**config.mk**
```make
export PLATFORM = sky130hd
export DESIGN_NAME = led_uart_tx
export DESIGN_NICKNAME = d
export VERILOG_FILES = /design/src/rtl/led_uart_pkg.sv /design/src/rtl/led_snap_fifo.sv /design/src/rtl/led_uart_tx.sv
export SDC_FILE = /design/constraint.sdc
export NUM_CORES = 1
export LEC_CHECK = 0
export CAP_MARGIN = 10
export CORE_UTILIZATION = 30
export DETAILED_ROUTE_END_ITERATION = 10
export HOLD_SLACK_MARGIN = 0.02
export PLACE_DENSITY_LB_ADDON = 0.2
export RECOVER_POWER = 25
export SETUP_SLACK_MARGIN = 0.4
export SYNTH_ARGS = -nofsm -noshare
export SYNTH_HDL_FRONTEND = slang
export SYNTH_SLANG_ARGS = --single-unit
export TNS_END_PERCENT = 20
```
**constraint.sdc**
```tcl
create_clock -name original_clk -period 2.3 [get_ports original_clk]
set_input_delay 0.575 -clock original_clk [delete_from_list [all_inputs] [get_ports original_clk]]
set_output_delay 0.575 -clock original_clk [all_outputs]
set_load 0.03 [all_outputs]
```
**src/rtl/led_uart_pkg.sv**
```systemverilog
// Shared types and constants for the LED snapshot UART transmitter.
package led_uart_pkg;

    typedef enum logic [1:0] {
        IDLE  = 2'd0,
        START = 2'd1,
        DATA  = 2'd2,
        STOP  = 2'd3
    } state_t;

    localparam int DATA_BITS = 8;
    localparam int STOP_BITS = 1;

endpackage

```
**src/rtl/led_snap_fifo.sv**
```systemverilog
// Synchronous snapshot queue; a full queue still accepts a push that
// coincides with a pop, otherwise the push is dropped and flagged.
module led_snap_fifo
    import led_uart_pkg::*;
#(
    parameter int DEPTH = 4,
    parameter int W     = DATA_BITS
) (
    input  logic                   i_clk,
    input  logic                   i_rst,
    input  logic                   i_push,
    input  logic                   i_pop,
    input  logic [W-1:0]           i_data,
    output logic [W-1:0]           o_head,
    output logic [$clog2(DEPTH):0] o_count,
    output logic                   o_drop
);

    localparam int AW = $clog2(DEPTH);

    logic [W-1:0]  r_mem [DEPTH];
    logic [AW-1:0] r_wptr;
    logic [AW-1:0] r_rptr;
    logic [AW:0]   r_count;
    logic          w_full;
    logic          w_pop;
    logic          w_wr;

    assign w_full  = (r_count == (AW+1)'(DEPTH));
    assign w_pop   = i_pop && (r_count != '0);
    assign w_wr    = i_push && (!w_full || w_pop);
    assign o_drop  = i_push && !w_wr;
    assign o_head  = r_mem[r_rptr];
    assign o_count = r_count;

    always_ff @(posedge i_clk) begin
        if (w_wr) begin
            r_mem[r_wptr] <= i_data;
        end
    end

    always_ff @(posedge i_clk) begin
        if (i_rst) begin
            r_wptr  <= '0;
            r_rptr  <= '0;
            r_count <= '0;
        end else begin
            if (w_wr) begin
                r_wptr <= r_wptr + 1'b1;
            end
            if (w_pop) begin
                r_rptr <= r_rptr + 1'b1;
            end
            case ({w_wr, w_pop})
                2'b10:   r_count <= r_count + 1'b1;
                2'b01:   r_count <= r_count - 1'b1;
                default: r_count <= r_count;
            endcase
        end
    end

endmodule

```
**src/rtl/led_uart_tx.sv**
```systemverilog
// Queues every LED change and sends each snapshot as an 8N1 UART frame.
module led_uart_tx
    import led_uart_pkg::*;
#(
    parameter int CLKS_PER_BIT = 4,
    parameter int FIFO_DEPTH   = 4
) (
    input  logic                        original_clk,
    input  logic                        rst,
    input  logic [7:0]                  leds,
    output logic                        tx,
    output logic                        busy,
    output logic                        overflow,
    output logic [$clog2(FIFO_DEPTH):0] fifo_count
);

    localparam logic [15:0] LAST_CNT  = 16'(CLKS_PER_BIT - 1);
    localparam logic [2:0]  LAST_DATA = 3'(DATA_BITS - 1);
    localparam logic [2:0]  LAST_STOP = 3'(STOP_BITS - 1);

    state_t               r_state;
    state_t               w_state_next;
    logic [15:0]          r_cnt;
    logic [15:0]          w_cnt_next;
    logic [2:0]           r_idx;
    logic [2:0]           w_idx_next;
    logic [DATA_BITS-1:0] r_shift;
    logic [DATA_BITS-1:0] w_shift_next;
    logic [DATA_BITS-1:0] r_prev;
    logic [DATA_BITS-1:0] w_head;
    logic                 r_tx;
    logic                 w_tx_next;
    logic                 r_ovf;
    logic                 w_push;
    logic                 w_pop;
    logic                 w_drop;
    logic                 w_last;

    assign w_push = !rst && (leds != r_prev);
    assign w_last = (r_cnt == LAST_CNT);

    led_snap_fifo #(
        .DEPTH (FIFO_DEPTH),
        .W     (DATA_BITS)
    ) u_fifo (
        .i_clk   (original_clk),
        .i_rst   (rst),
        .i_push  (w_push),
        .i_pop   (w_pop),
        .i_data  (leds),
        .o_head  (w_head),
        .o_count (fifo_count),
        .o_drop  (w_drop)
    );

    always_comb begin
        w_state_next = r_state;
        w_cnt_next   = r_cnt + 16'd1;
        w_idx_next   = r_idx;
        w_shift_next = r_shift;
        w_pop        = 1'b0;
        unique case (r_state)
            IDLE: begin
                w_cnt_next = '0;
                if (fifo_count != '0) begin
                    w_pop        = 1'b1;
                    w_shift_next = w_head;
                    w_state_next = START;
                end
            end
            START: begin
                if (w_last) begin
                    w_cnt_next   = '0;
                    w_idx_next   = '0;
                    w_state_next = DATA;
                end
            end
            DATA: begin
                if (w_last) begin
                    w_cnt_next = '0;
                    w_idx_next = r_idx + 3'd1;
                    if (r_idx == LAST_DATA) begin
                        w_idx_next   = '0;
                        w_state_next = STOP;
                    end
                end
            end
            STOP: begin
                if (w_last) begin
                    w_cnt_next = '0;
                    w_idx_next = r_idx + 3'd1;
                    if (r_idx == LAST_STOP) begin
                        w_idx_next   = '0;
                        w_state_next = IDLE;
                    end
                end
            end
        endcase
        // tx is registered from the next state so the line never glitches
        unique case (w_state_next)
            IDLE:  w_tx_next = 1'b1;
            START: w_tx_next = 1'b0;
            DATA:  w_tx_next = w_shift_next[w_idx_next];
            STOP:  w_tx_next = 1'b1;
        endcase
    end

    always_ff @(posedge original_clk) begin
        if (rst) begin
            r_state <= IDLE;
            r_cnt   <= '0;
            r_idx   <= '0;
            r_shift <= '0;
            r_prev  <= '0;
            r_tx    <= 1'b1;
            r_ovf   <= 1'b0;
        end else begin
            r_state <= w_state_next;
            r_cnt   <= w_cnt_next;
            r_idx   <= w_idx_next;
            r_shift <= w_shift_next;
            r_prev  <= leds;
            r_tx    <= w_tx_next;
            if (w_drop) begin
                r_ovf <= 1'b1;
            end
        end
    end

    assign tx       = r_tx;
    assign busy     = (r_state != IDLE);
    assign overflow = r_ovf;

endmodule

```
After elaboration in Yosys (flattened, before gate mapping)
Memory sizes are Yosys's and may differ from the RTL's. A register that Yosys moved wholly into a read port is not among the register bits.
Cells that the tools add are included.
{"block": "classes", "add_sub_neg": 6, "n_lt_le_gt_ge": 1, "n_eq_ne": 12, "muxes": 27, "n_reduce_logical": 16}
{"op": "$pmux W16 S2", "count": 1}
{"op": "$add A16 B1 Y16 const B", "count": 1}
{"op": "$eq A16 B2 Y1 const B", "count": 1}
{"op": "$mux W16", "count": 1}
{"op": "$mux W2", "count": 8}
{"op": "$mux W8", "count": 2}
{"op": "$mux W3", "count": 5}
{"op": "$eq A2 B2 Y1 const B", "count": 5}
{"op": "$pmux W3 S3", "count": 1}
{"op": "$ne A8 B8 Y1", "count": 1}
{"op": "$pmux W2 S4", "count": 1}
{"op": "$add A3 B1 Y3 const B", "count": 2}
{"op": "$eq A2 B1 Y1 const B", "count": 3}
{"op": "$eq A3 B3 Y1 const B", "count": 2}
{"op": "$pmux W3 S2", "count": 1}
{"op": "$mux W1", "count": 5}
{"op": "$add A2 B1 Y2 const B", "count": 2}
{"op": "$logic_and A1 B1 Y1", "count": 4}
{"op": "$logic_not A2 Y1", "count": 2}
{"op": "$lt A3 B4 Y1 const B", "count": 1}
{"op": "$reduce_bool A2 Y1", "count": 2}
{"op": "$bmux W1 S3", "count": 1}
{"op": "$logic_not A1 Y1", "count": 3}
{"op": "$logic_not A3 Y1", "count": 1}
{"op": "6 further kinds", "count": 6}
{"block": "word_totals", "ff_bits": 46, "ramBits": 32, "input_bits": 10, "output_inout_bits": 6, "wordCells": 73, "mem_count": 1}
{"memory": "u_fifo.r_mem", "depth": 4, "word_bits": 8, "rd": 1, "rd_ports_with_merged_regs": 1, "wr": 1, "line": "led_snap_fifo.sv:21", "source": "logic [W-1:0] r_mem [DEPTH];"}

Depth between registers and ports, before layout
Gate-level depths: netlist of the first run.
{"block": "logic_depth", "word_depth": 8, "mapped_depth": 11, "mapped_depth_nobuf": 11}

Cells and area by module
From an unflattened synthesis of the first run, not the netlist that was laid out.
{"block": "hier_totals", "cells_unflattened": 317, "hier_area_um2": 3544.6}
{"module": "led_uart_tx", "instances": 1, "cells_each": 219, "area_per_inst_um2": 1870.5, "seq_area_each_um2": 780.7}
{"module": "led_snap_fifo", "instances": 1, "cells_each": 98, "area_per_inst_um2": 1674.1, "seq_area_each_um2": 1141.1}

Worst setup path after synthesis of the first run
Ideal clock, no wire load.
{"block": "synth_timing", "path_kind": "flip-flop to flip-flop", "from": "register r_state[0]", "to": "register u_fifo.r_count[2] (netlist: u_fifo.o_count[2])", "setup_time_ns": 0.128, "arrival_time_ns": 2.399, "required_time_ns": 2.172, "slack_ns": -0.226, "stages_incl_launch_ff": 12, "n_path_buf": 2, "synth_period_minus_slack_ns": 2.526, "cell_sequence": "dfxtp_1 > clkbuf_1 > nor2_1 > inv_1 > nor2_1 > buf_2 > o21ai_0 > fa_1 > nor4_1 > a31o_2 > xnor2_1 > nor2_1"}
{"block": "synth_via", "elab_chain_len": 7, "elab_cells_between_ends": 9, "cone_classes": "2 x eq/ne; 2 x mux; 5 x reduce/logical"}
{"element": "from (decl)", "line": "led_uart_tx.sv:21", "source": "state_t r_state;"}
{"element": "from (signal assigned)", "line": "led_uart_tx.sv:118", "source": "r_state <= w_state_next;"}
{"element": "$logic_not A2 Y1 *", "line": "led_uart_tx.sv:62", "source": "unique case (r_state)"}
{"element": "$mux W1 *", "line": "led_uart_tx.sv:62"}
{"element": "$logic_and A1 B1 Y1 *", "line": "led_snap_fifo.sv:30", "source": "assign w_pop = i_pop && (r_count != '0);"}
{"element": "$logic_or A1 B1 Y1", "line": "led_snap_fifo.sv:31", "source": "assign w_wr = i_push && (!w_full || w_pop);"}
{"element": "$logic_and A1 B1 Y1", "line": "led_snap_fifo.sv:31"}
{"element": "$eq A2 B1 Y1 or $eq A2 B2 Y1 (tied branches)", "line": "led_snap_fifo.sv:54", "source": "case ({w_wr, w_pop})"}
{"element": "$pmux W3 S2 or $reduce_bool A2 Y1 (tied branches)"}
{"element": "to (signal assigned)", "line": "led_snap_fifo.sv:55", "source": "2'b10: r_count <= r_count + 1'b1;"}
{"element": "to (signal assigned)", "line": "led_snap_fifo.sv:56", "source": "2'b01: r_count <= r_count - 1'b1;"}
{"element": "to (signal assigned)", "line": "led_snap_fifo.sv:57", "source": "default: r_count <= r_count;"}
{"element": "to (decl)", "line": "led_snap_fifo.sv:24", "source": "logic [AW:0] r_count;"}
Mark *: on every way between the ends. The rest lies on a longest branch, timed or not.
A chain may end at the register's enable or synchronous reset.

Worst setup path after layout of the first run
{"block": "layout_timing", "from": "register r_cnt[11]", "to": "register r_tx (netlist: tx)"}
{"block": "layout_via", "elab_chain_len": 6, "elab_cells_between_ends": 17, "cone_classes": "4 x eq/ne; 11 x mux; 2 x reduce/logical"}
{"element": "from (decl)", "line": "led_uart_tx.sv:23", "source": "logic [15:0] r_cnt;"}
{"element": "from (signal assigned)", "line": "led_uart_tx.sv:119", "source": "r_cnt <= w_cnt_next;"}
{"element": "$eq A16 B2 Y1 *", "line": "led_uart_tx.sv:40", "source": "assign w_last = (r_cnt == LAST_CNT);"}
{"element": "$mux W2, on equally long branches", "line": "led_uart_tx.sv:89, led_uart_tx.sv:72, led_uart_tx.sv:79"}
{"element": "$pmux W2 S4 *", "line": "led_uart_tx.sv:62"}
{"element": "net w_state_next[0]", "line": "led_uart_tx.sv:22", "source": "state_t w_state_next;"}
{"element": "$eq A2 B2 Y1 or $logic_not A2 Y1 (tied branches)", "line": "led_uart_tx.sv:100", "source": "unique case (w_state_next)"}
{"element": "$reduce_or A2 Y1 (no line)"}
{"element": "$pmux W1 S3 *", "line": "led_uart_tx.sv:100"}
{"element": "to (signal assigned)", "line": "led_uart_tx.sv:123", "source": "r_tx <= w_tx_next;"}
{"element": "to (decl)", "line": "led_uart_tx.sv:31", "source": "logic r_tx;"}
Mark *: on every way through the listed nets, which the timed path passes. The rest lies on a longest branch. The select of a mux whose other input is x is not followed.

==> impl_metrics.json, run 1 <==
{
  "status": "complete, but fails checks",
  "violations": "setup timing",
  "cts_buffer_depth": 2,
  "p_per_area_mw_per_mm2": 1030,
  "grt-busiest-layer": "met2",
  "clock_latency_ps": 340,
  "p_seq_frac": 0.373,
  "drive_above_1_share": 0.372,
  "ctsHoldBuffers": 0,
  "maxSlewHeadroom": 0.698,
  "post-dp-hpwl_um": 4630,
  "path_class": "reg -> reg",
  "yosysTopAreaCell": "dfxtp_1",
  "wl_per_cell_um": 13.4,
  "cp-end-kind": "flip-flop",
  "wirelength_um": 6720,
  "fin_nets": 379,
  "cts_buffers": 9,
  "grt_antenna_before_repair": 0,
  "core_mm2": 0.0110,
  "yosysTopAreaCellShare": 0.280,
  "switching_power_mw": 1.41,
  "synth_area_mm2": 0.00343,
  "intPower_mw": 3.33,
  "root_buffer": "clkbuf_16",
  "synth_edf_count": 32,
  "worst_pin_slew_ps": 448,
  "worst_slack_ps": -61.6,
  "io_pins": 16,
  "die_y_um": 109,
  "h-tree-depth": 3,
  "dieArea_mm2": 0.0119,
  "finalSetupTns_ps": -61.6,
  "ys_top_cells_by_count": "dfxtp_1 (48), nor2_1 (38), edfxtp_1 (32)",
  "viasPerCell": 4.53,
  "synth_seq_area_share": 0.561,
  "grt_use_total": 0.125,
  "synth_cells": 290,
  "setup_viol": 1,
  "drt_iter0_markers": 65,
  "grt.met3_usage": 0.0305,
  "initial_core_util": 0.312,
  "async_flop_share": 0,
  "rows": 38,
  "grt_max_degree": 23,
  "worst-endpoint-arrival_ps": 2590,
  "p_clk_frac": 0.304,
  "p_leak_nw": 1.73,
  "synth_top_flop_cell": "dfxtp_1",
  "reg2reg_depth": 8,
  "max_freq_mhz": 423,
  "synth.net_count": 311,
  "area_growth_pct": 34.7,
  "rsz0062_at_grt": "yes",
  "synth.avg_cell_area_um2": 11.8,
  "swShare": 0.298,
  "firstDrtPassIters": 4,
  "fin_crit_sh": 1.03,
  "grt_use_met2": 0.200,
  "cp_max_fo": 4,
  "path_clk_slew_ps": 60,
  "comb_power_share": 0.322,
  "die_x_um": 109,
  "synth_cell_types": 45,
  "min_delay_path_depth": 1,
  "irDropWorstVdd_uv": 473,
  "met1_usage": 0.160,
  "globalRoute.totalOverflow": 0,
  "yosysMostFrequentCell": "dfxtp_1",
  "vias": 2279,
  "period_minus_slack_ps": 2360,
  "dp_slack_ps": -612,
  "grt_pass1_wl_um": 11100,
  "netlist_top_cells_area": "dfxtp_1 (28%), edfxtp_1 (28%), mux4_2 (5.3%), xnor2_1 (4.9%), nor2_1 (4.2%)",
  "start_kind": "flip-flop",
  "skew_ps": 7.18,
  "clock_sinks": 80,
  "grt_pass1_vias": 2247,
  "cts_tree": "built",
  "drv_slew": 0,
  "portBuffers": 15,
  "drc": 0,
  "synth-seq-cells": 80,
  "hp-class": "reg -> reg",
  "antenna_left": 0,
  "cap_violations": 0,
  "required_ps": 2530,
  "gp_congestion": 0.751,
  "ys_warn_count": 0,
  "hold_viol_final": 0,
  "antenna_cells": 0
}
-- critical path, cell delays in order, from the launching register on --
cell,delay (ps)
dfxtp_2,320
or4_4,540
nor4_4,270
and2_4,250
nand3_2,90
a21oi_4,230
inv_1,70
ha_2,180
o41ai_2,320
-- what timing repair did --
| action | 4_1_cts | 5_1_grt |
|---|---|---|
| resized for setup | 73 | 40 |
| pin swaps | 35 | 21 |
| cloned | 0 | 1 |
| endpoints found under the setup margin | 62 | 38 |
| setup buffers | 7 | 5 |
-- stage by stage --
stage                     utilization  total power [mW]  instance area (um^2)  hold slack, ps  std cells
final                           0.420              4.74                  4620             466        503
after global routing            0.420              5.01                  4620             492        503
after CTS                       0.408              4.60                  4480             474        497
after detailed placement        0.368              3.11                  4040             458        474
after global placement          0.368              3.09                  4040             452        474
after floorplan                     -              2.70                  3460             430        290
-- path summary, 6_finish.rpt --
check	startpoint	slack (ps)	end
worst min-delay path	r_cnt[0]$_SDFF_PP0_	470	r_cnt[0]$_SDFF_PP0_
worst max register to register	r_cnt[11]$_SDFF_PP0_	-60	tx$_SDFF_PP1_
worst min register to register	r_cnt[0]$_SDFF_PP0_	470	r_cnt[0]$_SDFF_PP0_
worst max-delay path	r_cnt[11]$_SDFF_PP0_	-60	tx$_SDFF_PP1_
-- registers in the layout (all words and copies together) (netlist names), named ones only --
| signal | flops |
|---|---|
| tx | 1 |
| u_fifo.r_mem | 32 |
| u_fifo.o_count | 3 |
| u_fifo.r_wptr | 2 |
| r_idx | 3 |
| r_cnt | 16 |
| r_prev | 8 |
| overflow | 1 |
| r_state | 2 |
| r_shift | 8 |
| u_fifo.r_rptr | 2 |
-- layout make-up --
cell class / count / area, um^2
clock inverter: 7 / 78.8
tap: 140 / 175
clock buffer: 9 / 225
fill: 1040 / 6360
inverter: 14 / 52.6
sequential: 80 / 1930
timing repair buffer: 67 / 518
multi-input combinational: 186 / 1640
-- logic make-up after synthesis --
family                     synth area share
AOI/OAI and AO/OA                    0.0460
xor gates and xnor gates             0.0664
adders and majority gates            0.0423
buffers and inverters                0.0270
DFF                                   0.561
muxes                                0.0927
and+or+nand+nor                       0.165
-- power by group through the flow --
stage | Sequential [mW] | Clock [mW] | Combinational [mW]
after global routing | 1.79 | 1.54 | 1.68
final | 1.77 | 1.44 | 1.53
after detailed placement | 1.80 | 0 | 1.31
after floorplan | 1.83 | 0 | 0.871
after CTS | 1.77 | 1.48 | 1.36
after global placement | 1.79 | 0 | 1.30
-- layout by cell type (no fill, tap or decap), drive strengths merged, types with 6 or more instances in the layout --
master / n
xor2: 7
mux4: 8
edfxtp: 32
nand3: 6
mux2: 11
xnor2: 19
inv: 16
nor2b: 19
dfxtp: 48
nor2: 38
ha: 10
a21oi: 7
clkbuf: 24
buf: 45
nand2: 12
-- layer usage --
metal | part of all wire | wire [um]
met5 | 0 | 0
met4 | 0.016 | 106
met3 | 0.025 | 166
met2 | 0.48 | 3250
met1 | 0.48 | 3200
(Power assumes the default switching activity.)
==> run 2: changes to the inputs <==
--- a/config.mk
+++ b/config.mk
@@ -5,7 +5,8 @@
 export SDC_FILE = /design/constraint.sdc
 export NUM_CORES = 1
 export LEC_CHECK = 0
-export CAP_MARGIN = 10
+export CAP_MARGIN = 0
+export CORE_MARGIN = 2
 export CORE_UTILIZATION = 30
 export DETAILED_ROUTE_END_ITERATION = 10
 export HOLD_SLACK_MARGIN = 0.02
==> constraint.sdc (replaced) <==
create_clock -name original_clk -period 1.99 [get_ports original_clk]
set_input_delay 0.4975 -clock original_clk [delete_from_list [all_inputs] [get_ports original_clk]]
set_output_delay 0.4975 -clock original_clk [all_outputs]
set_load 0.03 [all_outputs]
==> impl_metrics.json, run 2 (same netlist as run 1, synthesis figures left out) <==
{
  "hp-class": "reg -> reg",
  "grt_antenna_before_repair": 0,
  "cts_buffer_depth": 2,
  "wirelength_um": 6690,
  "gp_congestion": 0.737,
  "area_growth_pct": 39.8,
  "max_freq_mhz": 423,
  "io_pins": 16,
  "grt_pass1_vias": 2335,
  "die_y_um": 111,
  "drv_slew": 0,
  "design_area_mm2": 0.00479,
  "period_minus_slack_ps": 2360,
  "final_common_cell": "buf_4",
  "dp_slack_ps": -768,
  "initial_core_util": 0.304,
  "status": "complete, but fails checks",
  "worst_pin_slew_ps": 364,
  "cts_buffers": 9,
  "reg2reg_depth": 9,
  "regArea_mm2": 0.00193,
  "worstSetupStartpoint": "r_cnt[13]$_SDFF_PP0_",
  "path_clk_slew_ps": 70,
  "skew_ps": 6.12,
  "setup_viol": 3,
  "r2r-end": "tx$_SDFF_PP1_",
  "largest_reg_flops": 32,
  "cp-end-kind": "flip-flop",
  "clock_latency_ps": 350,
  "rsz0062_at_grt": "yes",
  "antenna_cells": 0,
  "post-dp-hpwl_um": 4710,
  "globalRoute.totalOverflow": 0,
  "crit_end": "tx$_SDFF_PP1_",
  "multi_input_area_mm2": 0.00170,
  "viasPerCell": 4.40,
  "place_area_mm2": 0.00425,
  "firstDrtPassIters": 4,
  "portBuffers": 15,
  "drc": 0,
  "required_ps": 2220,
  "fin_crit_sh": 1.19,
  "grt_max_degree": 21,
  "layout_common_cells": "buf_4 (43), dfxtp_1 (40), edfxtp_1 (32)",
  "clock_sinks": 80,
  "max_flop_register": "u_fifo.r_mem",
  "dieArea_mm2": 0.0123,
  "p_leak_nw": 1.77,
  "h-tree-depth": 3,
  "root_buffer": "clkbuf_16",
  "worst_slack_ps": -373,
  "start_kind": "flip-flop",
  "cap_violations": 0,
  "drive_above_1_share": 0.412,
  "reg_top3": "u_fifo.r_mem (32), r_cnt (16)",
  "die_x_um": 111,
  "r2r_setup_slack_ps": -370,
  "cts_tree": "built",
  "drt_iter0_markers": 85,
  "hold_viol_final": 0,
  "fin_cells": 514,
  "vias": 2264,
  "antenna_left": 0,
  "core_mm2": 0.0113,
  "grt_use_total": 0.121,
  "dpl.cell_count": 494,
  "maxSlewHeadroom": 0.755,
  "worst-endpoint-arrival_ps": 2600,
  "cp_max_fo": 5,
  "fin_nets": 387,
  "ctsHoldBuffers": 0,
  "r2r-start": "r_cnt[13]$_SDFF_PP0_",
  "rows": 39,
  "p_per_area_mw_per_mm2": 1180,
  "grt_pass1_wl_um": 11400,
  "violations": "setup timing",
  "irDropWorstVdd_uv": 510,
  "wl_per_cell_um": 13.0,
  "path_class": "reg -> reg",
  "fillCellCount": 1060
}
## run 2: changes by cell type in the layout (fill, tap and decap cells not counted), moves of 5 or more
cell / previous run / this run
xnor2_2: 9 / 4
xnor2_1: 10 / 15
buf_4: 33 / 43
nor2_1: 34 / 22
nor2_4: 1 / 15
clkbuf_1: 15 / 10
## run 2: stage by stage
stage / power (mW) / hold WS (ps) / util / setup TNS (ps)
4_1_cts: 5.57 / 490 / 0.411 / -550
3_3_place_gp: 3.77 / 465 / 0.377 / -16380
3_5_place_dp: 3.80 / 481 / 0.377 / -16270
2_1_floorplan: 3.19 / 430 / - / -479
5_1_grt: 5.95 / 540 / 0.425 / -1130
6_report: 5.63 / 484 / 0.425 / -655
## run 2: area by class of cell
class	instances	share of cell area
Clock buffer	9	0.0470
Clock inverter	7	0.0162
Inverter	14	0.0115
Multi-Input combinational cell	186	0.355
Sequential cell	80	0.404
Tap cell	143	0.0373
Timing Repair Buffer	75	0.130
## run 2: worst max-delay path, cell delays in order, from the launching register on
cell     delay (ps)
dfxtp_2         320
or4_4           540
nor4_4          270
and2_4          270
nand2_2          70
mux2i_2         210
inv_1            70
ha_1            300
a21oi_2         130
o41ai_2          80
## run 2: timing repair
action | in CTS | in global routing
cloned | 0 | 0
endpoints found under the setup margin | 66 | 65
buffers inserted | 2 | 2
pin swaps | 22 | 32
resized for setup | 63 | 46
## run 2: layer usage
metal  track usage  vias to the layer above  wire length [um]
met5             0                        -                 0
met3        0.0312                       13               162
li1              -                     1167                 -
met4        0.0650                        0               164
met2         0.193                       19              3290
met1         0.150                     1065              3070
## run 2: worst min-delay path by stage
stage / from / endpoint / slack [ps] / depth (start not counted)
after floorplan: r_cnt[0]$_SDFF_PP0_ / r_cnt[0]$_SDFF_PP0_ / 430 / 1
after global placement: overflow$_SDFFE_PP0P_ / overflow$_SDFFE_PP0P_ / 460 / 2
after detailed placement: overflow$_SDFFE_PP0P_ / overflow$_SDFFE_PP0P_ / 480 / 2
after CTS: overflow$_SDFFE_PP0P_ / overflow$_SDFFE_PP0P_ / 490 / 2
after global routing: overflow$_SDFFE_PP0P_ / overflow$_SDFFE_PP0P_ / 540 / 2
final: overflow$_SDFFE_PP0P_ / overflow$_SDFFE_PP0P_ / 480 / 2
## run 2: report_power, final
part | switching (mW) | internal (mW)
Sequential | 0.0871 | 1.95
Combinational | 0.917 | 0.988
Clock | 0.709 | 0.985
